--- config.mk ---
export PLATFORM = sky130hd
export DESIGN_NAME = conv2_act_expand
export DESIGN_NICKNAME = d
export VERILOG_FILES = /design/src/rtl/conv2_act_expand.sv
export SDC_FILE = /design/constraint.sdc
export NUM_CORES = 1
export LEC_CHECK = 0
export CAP_MARGIN = 10
export CELL_PAD_IN_SITES_DETAIL_PLACEMENT = 1
export CELL_PAD_IN_SITES_GLOBAL_PLACEMENT = 1
export CORE_MARGIN = 2
export CORE_UTILIZATION = 37
export DETAILED_ROUTE_END_ITERATION = 6
export GPL_ROUTABILITY_DRIVEN = 1
export PLACE_DENSITY_LB_ADDON = 0.1
export SETUP_SLACK_MARGIN = 0.5
export SLEW_MARGIN = 20
export SYNTH_ARGS = -nofsm -noshare
export SYNTH_HDL_FRONTEND = slang
export SYNTH_SLANG_ARGS = --single-unit
--- constraint.sdc ---
create_clock -name clk -period 2.1 [get_ports clk]
set_input_delay 0.21 -clock clk [delete_from_list [all_inputs] [get_ports clk]]
set_output_delay 0.21 -clock clk [all_outputs]
set_load 0.1 [all_outputs]
--- src/rtl/conv2_act_expand.sv ---
// Expands 8-bit conv2 activation codes {sign, acc[9:3]} back to 16-bit fixed-point words,
// behind a 2-entry elastic buffer with per-feature-map last/done framing.
module conv2_act_expand #(
    parameter int unsigned FRAME_LEN = 144,
    parameter bit          RELU_EN   = 1'b0
) (
    input  logic        clk,
    input  logic        rst_n,
    input  logic        s_valid,
    output logic        s_ready,
    input  logic [7:0]  s_data,
    output logic        m_valid,
    input  logic        m_ready,
    output logic [15:0] m_data,
    output logic        m_last,
    output logic        frame_done,
    output logic [15:0] elem_idx
);

    localparam logic [15:0] LAST_IDX = 16'(FRAME_LEN - 1);

    logic [1:0]  count_q, count_d;
    logic [15:0] head_q, head_d;
    logic [15:0] skid_q, skid_d;
    logic [15:0] idx_q, idx_d;
    logic        done_q, done_d;
    logic [15:0] exp_word;
    logic        push, pop;

    always_comb begin
        if (RELU_EN && s_data[7]) begin
            exp_word = 16'h0000;
        end else begin
            exp_word = {{6{s_data[7]}}, s_data[6:0], 3'b000};
        end
    end

    // Ready depends only on registered occupancy so there is no s_ready <- m_ready path.
    assign s_ready    = (count_q != 2'd2);
    assign m_valid    = (count_q != 2'd0);
    assign push       = s_valid && s_ready;
    assign pop        = m_valid && m_ready;
    assign m_data     = head_q;
    assign elem_idx   = idx_q;
    assign m_last     = m_valid && (idx_q == LAST_IDX);
    assign frame_done = done_q;

    always_comb begin
        // NOTE: every signal gets a default first so no path leaves it unassigned (no latch).
        count_d = count_q;
        head_d  = head_q;
        skid_d  = skid_q;
        idx_d   = idx_q;
        done_d  = pop && m_last;

        case ({push, pop})
            2'b10: begin
                if (count_q == 2'd0) begin
                    head_d  = exp_word;
                    count_d = 2'd1;
                end else begin
                    skid_d  = exp_word;
                    count_d = 2'd2;
                end
            end
            2'b01: begin
                if (count_q == 2'd2) begin
                    head_d = skid_q;
                end
                count_d = count_q - 2'd1;
            end
            // Push and pop together only happen at count 1: the new word replaces the head.
            2'b11: head_d = exp_word;
            default: ;
        endcase

        if (pop) begin
            idx_d = m_last ? 16'd0 : idx_q + 16'd1;
        end
    end

    always_ff @(posedge clk or negedge rst_n) begin
        if (!rst_n) begin
            count_q <= 2'd0;
            // NOTE: data registers are reset too, so m_data reads 0 (not X) before the first word.
            head_q  <= 16'h0000;
            skid_q  <= 16'h0000;
            idx_q   <= 16'd0;
            done_q  <= 1'b0;
        end else begin
            // NOTE: non-blocking assignments so all state updates see pre-edge values.
            count_q <= count_d;
            head_q  <= head_d;
            skid_q  <= skid_d;
            idx_q   <= idx_d;
            done_q  <= done_d;
        end
    end

endmodule

Word level (Yosys, flattened, before mapping):

Cells that the tools add are included.
Widths: inputs -> output; s select.

* register bits after elaboration: 43
* latch bits: 0
* memory bits (writable): 0
* ROM bits: 0
* output and inout port bits: 36
* word-level logic and storage cells: 32
* memories: 0

* $add $sub $neg: 2
* multiply operators: 0
* div/mod/pow operators: 0
* magnitude comparators: 0
* equal/unequal tests: 8
* shifts and indexed selects: 0
* muxes and demuxes: 6
* bitwise operators: 1
* reduce and logical (&&, ||, !) cells: 10

Operators by type and width (count)
* $mux 16: 3
* $pmux 16 s3: 1
* $add 16x1->16 const B: 1
* $eq 16x8->1 const B: 1
* $eq 2x2->1 const B: 3
* $ne 2x2->1 const B: 3
* $logic_and 1x1->1: 4
* $pmux 2 s2: 1
* $reduce_bool 2->1: 2
* $reduce_and 3->1: 1
* $reduce_bool 3->1: 1
* $eq 2x1->1 const B: 1
* $logic_not 2->1: 1
* $mux 2: 1
* $reduce_and 2->1: 1
* $sub 2x1->2 const B: 1
* $not 1->1: 1

Logic depth before layout (Yosys ltp):

* word-level depth: 5
* gate-level depth with buffers: 10
* depth with buffers taken out: 9

Least setup slack after synthesis:

No wires, ideal clock.

* path type: register to register
* from: register idx_q[0], in the netlist elem_idx[0]
* to: register idx_q[0], in the netlist elem_idx[0]
* setup time: 0.187 ns
* data arrival time: 2.972 ns
* data required time: 1.913 ns
* slack: -1.058 ns
* cell stages (with the launch flop): 6
* path buffers: 0
* clock period less this slack: 3.158 ns
* cell sequence: dfrtp_1 ha_1 nor4b_1 nand4_1 nor4_4 o21ai_0

* cells in the longest elaborated chain, start to end: 3
* elaborated cells on any way between the ends: 4

RTL lines
* start, declared: RTL line 25 `logic [15:0] idx_q, idx_d;`
* start signal, assigned: RTL line 95 `idx_q <= idx_d;`
* $eq 16x8->1: RTL line 45 `assign m_last = m_valid && (idx_q == LAST_IDX);`
* $logic_and 1x1->1: RTL line 45
* named net m_last: RTL line 15 `output logic m_last,`
* $mux 16: RTL line 78 `idx_d = m_last ? 16'd0 : idx_q + 16'd1;`

The timed path passes the listed nets, and every way through them passes these cells.
A chain may end at the register's enable or synchronous reset.

Final worst setup path:

* from: register count_q[1]
* to: output m_last

* cells in the longest elaborated chain, start to end: 2

RTL lines
* start, declared: RTL line 22 `logic [1:0] count_q, count_d;`
* start signal, assigned: RTL line 92 `count_q <= count_d;`
* $reduce_bool 2->1: RTL line 40 `assign m_valid = (count_q != 2'd0);`
* $logic_and 1x1->1: RTL line 45
* end, declared: RTL line 15

No other way between the ends.

==> results.py <==
metrics = {
    "timing": {
        "finalSetupViolations": 0,
        "timing.fmax_mhz": 489,
        "finalHoldViolCount": 0,
        "whs_ps": 344,
        "finalCriticalPeriod_ps": 2050,
        "finalClockSkew_ps": 10.3,
        "period_share": 0.974,
        "slew_viol_final": 0,
        "grt_setup_unrepaired": "yes",
        "final.setup.tns_ps": 0,
    },
    "floorplan": {
        "core_um2": 4630,
        "die_y_um": 72.8,
        "die_w_um": 72.8,
        "floorplan.initialDensity": 0.378,
        "io_pins": 48,
        "rows": 25,
        "dieArea_um2": 5300,
    },
    "grt": {
        "gr-max-usage-layer": "met2",
        "grt_pass1_wl_um": 7510,
        "first_global_vias": 1546,
        "grt_use_met2": 0.325,
        "grt_antenna_before_repair": 0,
        "grtUsageTotal": 0.185,
        "grt_max_degree": 36,
        "overflow": 0,
        "met1_usage": 0.219,
        "grtUsageMet3": 0.0511,
    },
    "clocking": {
        "h-tree-depth": 2,
        "clockBufferDepth": 2,
        "cts_root_buffer": "clkbuf_8",
        "cts_tree": "yes",
        "clk_latency_ps": 290,
        "clk_pin_slew_ps": 80,
        "clock_sinks": 35,
        "cts_buffers": 5,
    },
    "placement": {
        "portBuffers": 44,
        "post-dp-hpwl_um": 3010,
        "finalWeightedCongestion": 0.724,
    },
    "synthesis": {
        "syn_area_um2": 1750,
        "synth_largest_area_cell": "dfrtp_1",
        "seq_area_frac_synth": 0.500,
        "synth_area_leaders": "dfrtp_1 50%, mux2_2 5.1%, mux2i_1 4.6%, ha_1 4.3%, xnor2_1 4.0%",
        "synth_edf_count": 0,
        "synth_top_area_share": 0.500,
        "ys_ff_latch": 35,
        "synthTopCellsByCount": "35 x dfrtp_1, 11 x a21oi_1, 11 x nand2_1, 11 x nor2_1",
        "postSynth.asyncResetShare": 1.00,
        "yosys_warnings": 0,
        "synth_cells": 158,
        "avgSynthCellArea_um2": 11.1,
        "ys.flop_type": "dfrtp_1",
        "yosysMostFrequentCell": "dfrtp_1",
        "synth_cell_types": 29,
    },
    "setup_path": {
        "critical_path_class": "flip-flop to output pin",
        "reg2reg_slack_ps": 60,
        "worstSetupStartpointType": "flip-flop",
        "arrival_ps": 1840,
        "critPathRequiredTime_ps": 1890,
        "end_kind": "output pin",
        "crit_fanout": 3,
    },
    "routing": {
        "wl_per_cell_um": 17.6,
        "drc": 0,
        "drt_first_pass_iters": 4,
        "ant_nets": 0,
        "wl_um": 5030,
        "drtIter0Drc": 23,
        "viasPerCell": 4.96,
        "num_vias": 1414,
    },
    "layout": {
        "drive_gt1_frac": 0.593,
        "fin_nets": 248,
        "area_delta_synth_final_pct": 62.7,
        "fill_cells": 481,
        "multiInputGateArea_um2": 1030,
        "antennaDiodeCount": 0,
        "regArea_um2": 913,
    },
    "status": {
        "status": "finished, final reports clean",
    },
    "run": {
        "cap_violations": 0,
    },
    "min_path": {
        "hp-class": "input pin to asynchronous set/reset pin",
    },
}
-- logic make-up after synthesis --
group                    after synthesis  share of synthesized area
AND/OR/NAND/NOR                       53                      0.175
flip-flops                            35                      0.500
AO/OA/AOI/OAI                         18                     0.0636
buffers and inverters                 17                     0.0586
multiplexers                          16                     0.0972
XOR/XNOR                              12                     0.0600
adder cells (fa/ha/maj)                6                     0.0429
other                                  1                    0.00214
-- through the flow --
| stage | setup slack [ps] | utilization | instance area [um2] | cells |
|---|---|---|---|---|
| 4_1_cts | 115 | 0.580 | 2690 | 275 |
| 3_3_place_gp | 174 | 0.512 | 2370 | 253 |
| 2_1_floorplan | -552 | - | 1960 | 160 |
| 6_report | 54.3 | 0.615 | 2850 | 285 |
| 5_1_grt | -14.1 | 0.615 | 2850 | 285 |
| 3_5_place_dp | 9.97 | 0.512 | 2370 | 253 |
-- final timing paths --
check | start | endpoint | cells after the start
min in group clk | skid_q[10] | skid_q[10] | 1
hold / removal | rst_n | frame_done | 2
setup reg to reg | count_q[1] | m_data[4] | 9
max in group asynchronous | rst_n | elem_idx[4] | 2
hold reg to reg | skid_q[10] | skid_q[10] | 1
setup / recovery | count_q[1] | m_last | 6
-- critical path, cell delays in order (launching register included) --
cell	delay, ps
dfrtp_1	390
inv_2	80
ha_4	180
and3b_1	250
nand4_1	150
nor4_4	270
buf_12	220
-- area by class of cell --
class | count | share of cell area
Sequential cell | 35 | 0.321
Inverter | 7 | 0.0119
Multi-Input combinational cell | 108 | 0.363
Tap cell | 54 | 0.0237
Clock inverter | 2 | 0.00439
Clock buffer | 6 | 0.0255
Timing Repair Buffer | 73 | 0.250
-- repair_timing --
action                                  in CTS  in global routing
gates resized for setup                     28                 17
pin swaps                                   12                  5
endpoints found under the setup margin      35                 37
cloned                                       1                  1
buffers inserted                            13                  9
hold buffers                                 0                  0
-- flip-flops by register name (all words and copies together), names as in the netlist --
signal      count
m_data          8
elem_idx       16
frame_done      1
count_q         2
skid_q          8
-- layer usage --
layer	wire length (um)	up-vias	share of wire
li1	-	674	-
met4	67	0	0.013
met2	2750	39	0.55
met1	1980	692	0.39
met5	0	-	0
met3	227	9	0.045
-- layout by cell type, fill, tap and decap left out, types with 2 or more instances in the layout --
cell,n
clkinvlp_4,3
and3_1,2
buf_6,10
nand3_1,4
clkdlybuf4s50_1,11
dfrtp_4,7
buf_4,45
nand4_1,3
a21oi_2,9
clkbuf_8,5
ha_4,5
mux2i_1,8
xnor2_1,8
and2_1,2
dfrtp_1,19
nand2b_4,2
conb_1,3
nand3_2,2
mux2_4,8
nand2b_1,4
inv_2,4
buf_12,5
nor2_1,10
xor2_1,4
dfrtp_2,9
o21ai_2,5
nand2_4,2
nand2_1,7
a21oi_1,2
Power is left out: the tool's default activity adds up to more than one toggle a clock period on the data nets, which glitch-free logic cannot reach.
